`config.mk`:
```
export PLATFORM = sky130hd
export DESIGN_NAME = arb_rr_8
export DESIGN_NICKNAME = d
export VERILOG_FILES = /design/src/rtl/arb_rr_8.sv
export SDC_FILE = /design/constraint.sdc
export NUM_CORES = 1
export LEC_CHECK = 0
export ABC_CLOCK_PERIOD_IN_PS = 3700
export CAP_MARGIN = 5
export CORE_ASPECT_RATIO = 0.75
export CORE_MARGIN = 5
export CORE_UTILIZATION = 33
export DETAILED_ROUTE_END_ITERATION = 8
export PLACE_DENSITY = 0.58
export SYNTH_ARGS = -nofsm -noshare
export SYNTH_HDL_FRONTEND = slang
export SYNTH_SLANG_ARGS = --single-unit
```
`constraint.sdc`:
```
create_clock -name clk -period 3.7 [get_ports clk]
set_input_delay 0.74 -clock clk [delete_from_list [all_inputs] [get_ports clk]]
set_output_delay 0.74 -clock clk [all_outputs]
set_load 0.02 [all_outputs]
```
`src/rtl/arb_rr_8.sv`:
```
// ----------------------------------------------------------------------------
// arb_rr_8 -- eight-requester round-robin arbiter with a bounded hold time.
//
// A grant is issued one cycle after a request is seen in IDLE. The arbiter
// then holds the grant in BUSY until the owner releases it or HOLD_MAX cycles
// have passed. A single GAP cycle follows every grant. The priority pointer
// moves one past the last owner, so a requester that was cut off by the limit
// goes to the back of the queue.
//
// Ports
//   clk          : clock, rising-edge active
//   rst_n        : asynchronous active-low reset
//   en           : allows a new selection in IDLE (never revokes a grant)
//   req[7:0]     : request bits, bit i = requester i
//   grant[7:0]   : registered one-hot grant, zero when nothing is granted
//   grant_id[2:0]: binary index of the current owner
//   grant_valid  : high exactly when grant is non-zero
//   timeout      : one-cycle pulse in the GAP that follows a limit revocation
// ----------------------------------------------------------------------------
module arb_rr_8 #(
    parameter int unsigned HOLD_MAX = 8
) (
    input  logic       clk,
    input  logic       rst_n,
    input  logic       en,
    input  logic [7:0] req,
    output logic [7:0] grant,
    output logic [2:0] grant_id,
    output logic       grant_valid,
    output logic       timeout
);

    typedef enum logic [1:0] {
        IDLE = 2'b00,
        BUSY = 2'b01,
        GAP  = 2'b10
    } state_e;

    localparam logic [3:0] HOLD_LAST = 4'(HOLD_MAX - 1);

    state_e     state_q, state_d;
    logic [2:0] ptr_q, ptr_d;
    logic [3:0] hold_cnt_q, hold_cnt_d;
    logic [2:0] grant_id_q, grant_id_d;
    logic       grant_valid_q, grant_valid_d;
    logic [7:0] grant_q, grant_d;
    logic       timeout_q, timeout_d;

    logic [3:0] pick_s;
    logic       release_s;
    logic       limit_s;

    // Returns {found, index} of the first set request searching ptr, ptr+1, ...
    // The 3-bit candidate wraps naturally modulo 8.
    function automatic logic [3:0] rr_pick(input logic [7:0] r, input logic [2:0] p);
        logic       found;
        logic [2:0] idx;
        logic [2:0] cand;
        found = 1'b0;
        idx   = 3'd0;
        for (int i = 0; i < 8; i++) begin
            cand = p + 3'(i);
            if (!found && r[cand]) begin
                found = 1'b1;
                idx   = cand;
            end else begin
                found = found;
            end
        end
        return {found, idx};
    endfunction

    assign pick_s    = rr_pick(req, ptr_q);
    assign release_s = ~req[grant_id_q];
    assign limit_s   = (hold_cnt_q == HOLD_LAST);

    // Next-state, pointer, hold counter and output decisions.
    always_comb begin
        state_d       = state_q;
        ptr_d         = ptr_q;
        hold_cnt_d    = hold_cnt_q;
        grant_id_d    = grant_id_q;
        grant_valid_d = grant_valid_q;
        timeout_d     = 1'b0;

        case (state_q)
            IDLE: begin
                if (en && pick_s[3]) begin
                    state_d       = BUSY;
                    grant_id_d    = pick_s[2:0];
                    grant_valid_d = 1'b1;
                    hold_cnt_d    = 4'd0;
                end else begin
                    grant_valid_d = 1'b0;
                end
            end
            BUSY: begin
                if (release_s || limit_s) begin
                    state_d       = GAP;
                    grant_valid_d = 1'b0;
                    ptr_d         = grant_id_q + 3'd1;
                    // A release on the limit cycle is a normal release.
                    timeout_d     = ~release_s;
                end else begin
                    hold_cnt_d    = hold_cnt_q + 4'd1;
                end
            end
            GAP: begin
                state_d       = IDLE;
                grant_valid_d = 1'b0;
            end
            default: begin
                state_d       = IDLE;
                grant_valid_d = 1'b0;
                hold_cnt_d    = 4'd0;
            end
        endcase

        // The one-hot grant is always the decode of the owner index.
        if (grant_valid_d) begin
            grant_d = 8'd1 << grant_id_d;
        end else begin
            grant_d = 8'd0;
        end
    end

    // State and output registers, cleared immediately by rst_n.
    always_ff @(posedge clk or negedge rst_n) begin
        if (!rst_n) begin
            state_q       <= IDLE;
            ptr_q         <= 3'd0;
            hold_cnt_q    <= 4'd0;
            grant_id_q    <= 3'd0;
            grant_valid_q <= 1'b0;
            grant_q       <= 8'd0;
            timeout_q     <= 1'b0;
        end else begin
            state_q       <= state_d;
            ptr_q         <= ptr_d;
            hold_cnt_q    <= hold_cnt_d;
            grant_id_q    <= grant_id_d;
            grant_valid_q <= grant_valid_d;
            grant_q       <= grant_d;
            timeout_q     <= timeout_d;
        end
    end

    assign grant       = grant_q;
    assign grant_id    = grant_id_q;
    assign grant_valid = grant_valid_q;
    assign timeout     = timeout_q;

endmodule

```
==> results.ini <==
[sta]
finalHoldViolations=0
maxSlewHeadroom_pct=35.5
fin_worst_skew_ps=2.88
slew_violations=0
setup_violations=0
period_minus_slack_ps=3510
rsz0062_at_grt=false
fin_setup_tns_ps=0
setup_ws_ps=192
period_share_pct=94.8
fmax_mhz=285
tightest_slew_ps=965

[power_and_ir_drop]
leakage_nw=0.988
power_density_nw_per_um2=998
ir_worst_vdd_mv=0.472

[finish]
postLayoutCellArea_um2=2460
mostFrequentLayoutCell=clkdlybuf4s50_1
final_cell_mix=clkdlybuf4s50_1 (23), dfrtp_1 (22), nor2_1 (19)
antenna_cells=0
num-nets-final=245
fillCellCount=582
syn_to_final_growth_pct=17.3
drive_gt1_share_pct=17.9

[clocking]
cts_tree=built
clk_latency_ps=260
postCtsHoldBufs=0
htree_levels=1
cts-root-buf=clkbuf_8
cts_buffers=3
cts.repair.resized=0
clock_path_buffers=2
cts_num_sinks=22
cts_setup_buffers=0
clk_pin_slew_ps=80

[routing]
ant_nets=0
drt-total-wl_um=4930
dr.pass1.iters=4
drt-vias-per-instance=5.47
post_drt_wl_per_cell_um=15.9
drc=0
first_iter_violations=112
via_count=1697

[job]
drv_cap=0

[synth]
synth.distinct_cells=61
synthFlopType=dfrtp_1
yosysWarnings=0
synth_area_um2=2100
synth.ff_latch_count=22
yosysSeqAreaShare_pct=26.3
synthCells=204
synth_edf_count=0
async_flop_share_pct=100
post_synth.cell_area_avg_um2=10.3
synth_fp_nets=219

[setup_path]
crit_type=in -> reg
end_kind=flop
crit_fanout=10
path_cells=clkdlybuf4s50_1 > mux2_2 > mux2i_1 > a221oi_1 > mux2_2 > a21oi_1 > nor2_1 > o41ai_4 > and3b_1
start_kind=input port
path_common_cell=mux2_2
slowest_stage=clkdlybuf4s50_1
cp.arrival_ps=3710
cpPeakStageDelay_ps=650
required_ps=3900
crit_family=compound AO/OA/AOI/OAI gates
cp_num_buf_inv=1

[floorplanning]
die_x_um=102
io_pins=24
core_um2=6220
rows=25
dieArea_um2=8060
initial_core_util_pct=33.7
die_h_um=79.0

[outcome]
status=completed

[place]
gp_congestion=0.960
dpl.hpwl_um=3870
io_buffers=23
post-place-ws_ps=-28.5
dpl_cell_area_um2=2400

[global_routing]
grt_pass1_wl_um=8270
antenna_found_initial=0
grt_remaining_overflow=0
grt_pass1_vias=1635
grtUsageTotal_pct=12.9
grt_max_degree=23

[worst_hold_path]
hold_class=reg -> reg

==> sequential cells by signal, summed over array words and instances (netlist names) <==
| name | count |
|---|---|
| state_q | 2 |
| ptr_q | 3 |
| hold_cnt_q | 4 |
| timeout | 1 |
| grant_valid | 1 |
| grant_id | 3 |
| grant | 8 |
==> area by class of cell <==
| cell class | instances | area [um2] | share of cell area (%) |
|---|---|---|---|
| Multi-Input combinational cell | 166 | 1450 | 59.0 |
| Sequential cell | 22 | 551 | 22.4 |
| Timing Repair Buffer | 28 | 268 | 10.9 |
| Inverter | 9 | 33.8 | 1.37 |
| Tap cell | 81 | 101 | 4.12 |
| Clock buffer | 4 | 55.1 | 2.24 |
==> final timing paths <==
check	startpoint	to	slack (ps)	cells after the start
setup reg to reg	ptr_q[1]	hold_cnt_q[3]	280	11
setup / recovery	req[3]	grant[6]	190	9
min in group asynchronous	rst_n	hold_cnt_q[0]	1010	1
hold / removal	hold_cnt_q[3]	hold_cnt_q[3]	530	2
max in group asynchronous	rst_n	grant[1]	2110	1
hold reg to reg	hold_cnt_q[3]	hold_cnt_q[3]	530	2
==> worst register-to-register path: cells and delay by family (launching register included) <==
| family | cells | cell delay (ps) |
|---|---|---|
| AO/OA/AOI/OAI | 6 | 1430 |
| adder cells (fa/ha/maj) | 1 | 550 |
| flip-flops | 1 | 350 |
| AND/OR/NAND/NOR | 1 | 270 |
| buffers and inverters | 2 | 290 |
| multiplexers | 1 | 430 |
==> synth_stat cells, drive strengths merged, types with 2 or more instances <==
| cell | n | area, um2 |
|---|---|---|
| a21oi | 12 | 63.8 |
| a221oi | 3 | 32.5 |
| a22oi | 2 | 15.0 |
| and2 | 2 | 12.5 |
| and3 | 3 | 18.8 |
| and3b | 2 | 17.5 |
| buf | 6 | 57.5 |
| dfrtp | 22 | 551 |
| ha | 4 | 50.1 |
| inv | 8 | 30.0 |
| mux2 | 8 | 90.1 |
| mux2i | 15 | 163 |
| mux4 | 14 | 327 |
| nand2 | 17 | 63.8 |
| nand2b | 4 | 25.0 |
| nand3 | 5 | 25.0 |
| nor2 | 19 | 71.3 |
| nor2b | 4 | 25.0 |
| nor3 | 6 | 30.0 |
| nor3b | 5 | 42.5 |
| o211ai | 3 | 36.3 |
| o21ai | 10 | 50.0 |
| o22ai | 2 | 18.8 |
| o311ai | 2 | 17.5 |
| o31a | 2 | 17.5 |
| o31ai | 2 | 28.8 |
| xnor2 | 2 | 25.0 |
| xor2 | 3 | 33.8 |
==> routing by layer <==
metal	up-vias	share of wire (%)	wire length [um]	GRT usage, %
met5	-	0	0	0
met3	6	6.3	312	2.99
met2	56	43	2140	18.3
li1	836	-	-	-
met4	0	0.97	48	2.10
met1	799	49	2430	20.1
==> cells by family after synthesis <==
| kind of cell | synth area share, % |
|---|---|
| mux | 27.6 |
| buf+inv | 4.54 |
| simple gates | 17.7 |
| compound gates | 18.7 |
| fa+ha+maj | 2.39 |
| flops | 26.3 |
| xor+xnor | 2.81 |
==> stage by stage <==
step,instances,utilization (%),hold slack (ps),power [mW]
2_1_floorplan,204,-,444,1.88
3_3_place_gp,306,38.6,497,2.29
3_5_place_dp,306,38.6,522,2.27
4_1_cts,310,39.5,540,2.45
5_1_grt,310,39.5,566,2.67
6_report,310,39.5,535,2.45
==> report_power, final <==
part	internal, mW	total [mW]	switching (mW)	leakage, nW
registers	0.323	0.428	0.105	0.288
logic	0.812	1.85	1.04	0.671
clock network	0.0948	0.171	0.0765	0.0288
total	1.23	2.45	1.22	0.988
Power figures use the tool's default switching activity.
